## src/rtl/nine_segment_scanner.sv

```systemverilog
// nine_segment_scanner: 3x3 LED matrix row scanner with a shadow pattern buffer.
// Ports: clk, rst_n (sync, active-low), enable, segments_in[8:0], load,
//   load_ready, rows[2:0] (active-high anodes), cols[2:0] (active-low
//   cathodes), frame_start (pulse on the first row-2 drive cycle).
module nine_segment_scanner #(
    parameter int DWELL_CYCLES = 1000,
    parameter int BLANK_CYCLES = 4
) (
    input  logic       clk,
    input  logic       rst_n,
    input  logic       enable,
    input  logic [8:0] segments_in,
    input  logic       load,
    output logic       load_ready,
    output logic [2:0] rows,
    output logic [2:0] cols,
    output logic       frame_start
);

    // One counter serves both the dwell and the blank phases.
    localparam int MAXC = (DWELL_CYCLES > BLANK_CYCLES) ?
                          DWELL_CYCLES : BLANK_CYCLES;
    localparam int CW = (MAXC > 1) ? $clog2(MAXC) : 1;

    localparam logic [CW-1:0] DWELL_LOAD = CW'(DWELL_CYCLES - 1);
    localparam logic [CW-1:0] BLANK_LOAD =
        CW'((BLANK_CYCLES > 0) ? BLANK_CYCLES - 1 : 0);

    typedef enum logic [1:0] {
        IDLE  = 2'd0,
        DRIVE = 2'd1,
        BLANK = 2'd2
    } state_t;

    state_t        state_q, state_d;
    logic [1:0]    row_q, row_d, row_nxt;
    logic [CW-1:0] cnt_q, cnt_d;
    logic [8:0]    active_q, active_d;
    logic [8:0]    shadow_q, shadow_d;
    logic          pending_q, pending_d;
    logic          enter_drive;
    logic          frame_entry;
    logic          accept;
    logic          copy;
    logic [2:0]    rows_d, cols_d;
    logic [2:0]    row_bits;

    // State register and all registered outputs.
    always_ff @(posedge clk) begin
        if (!rst_n) begin
            state_q     <= IDLE;
            row_q       <= 2'd2;
            cnt_q       <= '0;
            active_q    <= 9'h000;
            shadow_q    <= 9'h000;
            pending_q   <= 1'b0;
            rows        <= 3'b000;
            cols        <= 3'b111;
            load_ready  <= 1'b1;
            frame_start <= 1'b0;
        end else begin
            state_q     <= state_d;
            row_q       <= row_d;
            cnt_q       <= cnt_d;
            active_q    <= active_d;
            shadow_q    <= shadow_d;
            pending_q   <= pending_d;
            rows        <= rows_d;
            cols        <= cols_d;
            load_ready  <= ~pending_d;
            frame_start <= frame_entry;
        end
    end

    // Next-state logic. Scan order is row 2, 1, 0, then back to 2.
    always_comb begin
        state_d     = state_q;
        row_d       = row_q;
        cnt_d       = cnt_q;
        enter_drive = 1'b0;
        row_nxt     = (row_q == 2'd0) ? 2'd2 : row_q - 2'd1;

        if (!enable) begin
            state_d = IDLE;
            row_d   = 2'd2;
            cnt_d   = '0;
        end else begin
            unique case (state_q)
                IDLE: begin
                    state_d     = DRIVE;
                    row_d       = 2'd2;
                    cnt_d       = DWELL_LOAD;
                    enter_drive = 1'b1;
                end
                DRIVE: begin
                    if (cnt_q != '0) begin
                        cnt_d = cnt_q - CW'(1);
                    end else if (BLANK_CYCLES == 0) begin
                        state_d     = DRIVE;
                        row_d       = row_nxt;
                        cnt_d       = DWELL_LOAD;
                        enter_drive = 1'b1;
                    end else begin
                        state_d = BLANK;
                        cnt_d   = BLANK_LOAD;
                    end
                end
                BLANK: begin
                    if (cnt_q != '0) begin
                        cnt_d = cnt_q - CW'(1);
                    end else begin
                        state_d     = DRIVE;
                        row_d       = row_nxt;
                        cnt_d       = DWELL_LOAD;
                        enter_drive = 1'b1;
                    end
                end
                default: begin
                    state_d = IDLE;
                    row_d   = 2'd2;
                    cnt_d   = '0;
                end
            endcase
        end

        frame_entry = enter_drive && (row_d == 2'd2);
    end

    // Pattern buffering. The shadow only moves to active at a frame
    // boundary so a frame is never drawn from two different patterns.
    // accept needs pending=0 and copy needs pending=1, so they never
    // fire together.
    always_comb begin
        accept    = load & load_ready;
        copy      = frame_entry & pending_q;
        active_d  = copy ? shadow_q : active_q;
        shadow_d  = accept ? segments_in : shadow_q;
        pending_d = pending_q;
        if (accept) begin
            pending_d = 1'b1;
        end else if (copy) begin
            pending_d = 1'b0;
        end
    end

    // Output decode from the next state so rows/cols change on the same
    // edge as the state they belong to.
    always_comb begin
        rows_d = 3'b000;
        cols_d = 3'b111;
        unique case (row_d)
            2'd2:    row_bits = active_d[8:6];
            2'd1:    row_bits = active_d[5:3];
            default: row_bits = active_d[2:0];
        endcase
        if (state_d == DRIVE) begin
            rows_d = 3'b001 << row_d;
            cols_d = ~row_bits;
        end
    end

endmodule
```

## config.mk

```make
export PLATFORM = sky130hd
export DESIGN_NAME = nine_segment_scanner
export DESIGN_NICKNAME = d
export VERILOG_FILES = /design/src/rtl/nine_segment_scanner.sv
export SDC_FILE = /design/constraint.sdc
export NUM_CORES = 1
export LEC_CHECK = 0
export CAP_MARGIN = 5
export CORE_UTILIZATION = 45
export CTS_CLUSTER_DIAMETER = 80
export DETAILED_ROUTE_END_ITERATION = 16
export PLACE_DENSITY = 0.68
export SETUP_SLACK_MARGIN = 0.1
export SYNTH_ARGS = -nofsm -noshare
export SYNTH_HDL_FRONTEND = slang
export SYNTH_SLANG_ARGS = --single-unit
export TNS_END_PERCENT = 30
```

## constraint.sdc

```tcl
create_clock -name clk -period 4.1 [get_ports clk]
set_input_delay 0.615 -clock clk [delete_from_list [all_inputs] [get_ports clk]]
set_output_delay 0.615 -clock clk [all_outputs]
set_load 0.02 [all_outputs]
```

==> key figures <==
Pwr
  – PD cells: 410 mW/mm^2
  – Maximum VDD drop: 0.210 mV
  – Leakage: 0.900 nW

Die
  – Effective utilization at floorplan: 47.2%
  – DIE AREA: 0.00446 mm^2
  – I/O pin cnt: 21
  – Rows: 23
  – Die X: 66.8 um
  – Core area: 0.00400 mm^2
  – Die height: 66.8 um

Logic synthesis
  – Post-synthesis cell type count: 42
  – Largest cells by area after synthesis: dfxtp_1, ha_1, nand2_1
  – Cell area after synthesis: 0.00189 mm^2
  – Post-synthesis instance total: 201
  – Synth warnings: 0
  – Most common cell in the netlist: dfxtp_1
  – Seq/Total Area, Yosys: 43.5%
  – Asr flop ratio synth: 0%
  – Synth Flop Type: dfxtp_1
  – Number of synthesized flops with an enable pin: 0
  – Syn Nets: 222
  – Top post-synthesis cells by count: dfxtp_1, nand2_1, a21boi_0
  – Count of state elements after synthesis: 41
  – Cell taking the most area after synthesis: dfxtp_1
  – Yosys top cell area share: 43.5%
  – Avg Cell Area, Syn: 9.39 um^2

Critical path
  – Startpoint Class: flip-flop
  – Setup CP Type: reg2reg
  – Worst-path fanout max: 9
  – R2R depth: 12
  – Worst setup EP type: flip-flop
  – Worst endpoint data arrival time: 3470 ps
  – Req. time, crit path: 4280 ps

Drt
  – 1st-pass router iterations: 4
  – Drc violations: 0
  – Vias after detailed routing: 1420
  – Vias per inst: 5.22
  – ANT nets after route: 0
  – Drt wl/cell: 13.4 um
  – Initial DRC count: 72
  – Final WL: 3640 um

Global route
  – Vias in the first global route: 1412
  – Gr usage total: 18.8%
  – First-pass GRT wire length: 6240 um
  – Initial antenna violation count: 0
  – Largest net degree at the start of global routing: 28
  – GRT overflow: 0

STA
  – Setup Skew: 6.64 ps
  – Tcrit/Tclk final: 80.3%
  – Final setup margin: 809 ps
  – RSZ-0062 raised after global routing: no
  – Final Setup Violations: 0
  – Max Slew Vio Count: 0
  – Worst Max-Slew Pin Slew: 801 ps
  – Final Critical Period: 3290 ps
  – Hold Fails Final Rpt: 0
  – Worst slew margin: 46.4%
  – Fmax: 0.304 GHz
  – Setup TNS: 0 ps

Clocking
  – CTS Buf Count: 5
  – Post-cts sizing count: 0
  – Worst-skew pair later-pin latency: 290 ps
  – H-tree depth: 2
  – Reg clk slew, reported paths: 80 ps
  – # Post-CTS Setup Buffers: 0
  – Max clock buf depth: 2
  – Sink Count: 41
  – Hold_buf cts: 0
  – CTS tree: yes
  – CTS root buffer: clkbuf_8

Placement
  – Post-Place Setup Slack: 821 ps
  – Hpwl dp: 2660 um
  – Gpl congestion: 0.806
  – Area after DPL: 0.00212 mm^2
  – IO Port Bufs: 20

Cells and area
  – Nets: 242
  – Design area: 0.00226 mm^2
  – Antenna diodes: 0
  – Area Growth Syn to Fin: 19.6%
  – Fillers: 382
  – Final core occ: 56.4%
  – Share of layout cells above drive strength 1: 9.01%

Hold path
  – Min-delay worst type: reg2reg
  – Hold path depth: 2

Job
  – Maxcap violations: 0

Run status
  – Status: finished, final reports clean
[routing by layer]
metal	share of wire (%)	vias to the layer above	global-route usage (%)
met5	0	-	0
met3	2.3	4	4.62
met4	0.91	0	6.91
met1	49	646	22.5
met2	48	16	31.9
li1	-	754	-
[final cells by class]
cell class,instances,area (um^2),area share (%)
Clock buffer,5,68.8,3.05
Clock inverter,3,65.1,2.88
Inverter,9,33.8,1.50
Multi-Input combinational cell,144,1010,44.6
Sequential cell,41,821,36.4
Tap cell,50,62.6,2.77
Timing Repair Buffer,20,200,8.87
[critical path: stages (launching register included)]
cell and delay, ps:
dfxtp_1 350, inv_1 70, ha_1 200, nor4b_4 360, nand3_4 160, mux2_4 340
a221oi_4 300, inv_2 80, ha_1 260, and3_1 260, nand2_1 270, mux2i_1 160
a221o_1 370
[where the power goes]
part           internal [mW]  switching, mW  total [mW]  leakage, nW
combinational         0.0550         0.0632       0.118        0.496
sequential             0.415         0.0133       0.428        0.335
clock                  0.242          0.138       0.379       0.0681
total                  0.711          0.214       0.926        0.900
[registers in the layout, indices dropped and copies added (netlist names)]
signal	count
cols	3
state_q	2
rows	3
load_ready	1
cnt_q	10
row_q	2
active_q	9
shadow_q	9
frame_start	1
pending_q	1
[path summary, 6_finish.rpt]
check / startpoint / to / slack (ps)
max: cnt_q[0] / cols[1] / 810
min: shadow_q[3] / shadow_q[3] / 480
max reg2reg: cnt_q[0] / cols[1] / 810
min reg2reg: shadow_q[3] / shadow_q[3] / 480
[placed cells by master (no fill, tap or decap), types with 2 or more instances in the layout]
| cell | Yosys | final |
|---|---|---|
| a21bo_2 | 3 | 3 |
| a21boi_0 | 12 | 12 |
| nor4_1 | 3 | 3 |
| bufinv_16 | 0 | 2 |
| ha_1 | 8 | 8 |
| nor2b_1 | 5 | 5 |
| xor2_1 | 3 | 3 |
| a221o_1 | 3 | 3 |
| xnor2_1 | 3 | 3 |
| and3_1 | 6 | 6 |
| nor3_1 | 3 | 3 |
| inv_1 | 8 | 8 |
| nor3b_1 | 2 | 2 |
| o21ai_0 | 7 | 7 |
| clkbuf_8 | 0 | 5 |
| o21a_1 | 4 | 4 |
| a311oi_1 | 3 | 3 |
| nor2_1 | 11 | 11 |
| and2_1 | 6 | 6 |
| nand2_1 | 26 | 26 |
| nand3_1 | 6 | 6 |
| dfxtp_1 | 41 | 41 |
| mux2i_1 | 4 | 4 |
| a21oi_1 | 8 | 8 |
| clkdlybuf4s50_1 | 0 | 20 |
[cells by family after synthesis]
group                    count (synthesis)  synth area share (%)
AND/OR/NAND/NOR                         75                  22.0
AO/OA/AOI/OAI                           50                  20.4
flip-flops                              41                  43.5
buffers and inverters                   16                  3.18
adder cells (fa/ha/maj)                  8                  5.31
XOR/XNOR                                 6                  2.79
multiplexers                             5                  2.92
[stage by stage]
stage / hold WS, ps / cells / power [mW]
after floorplan: 439 / 201 / 0.520
after global placement: 459 / 264 / 0.555
after detailed placement: 466 / 264 / 0.556
after CTS: 478 / 272 / 0.936
after global routing: 506 / 272 / 0.967
final: 475 / 272 / 0.926
Note: power is estimated with default switching activity, not from simulation.
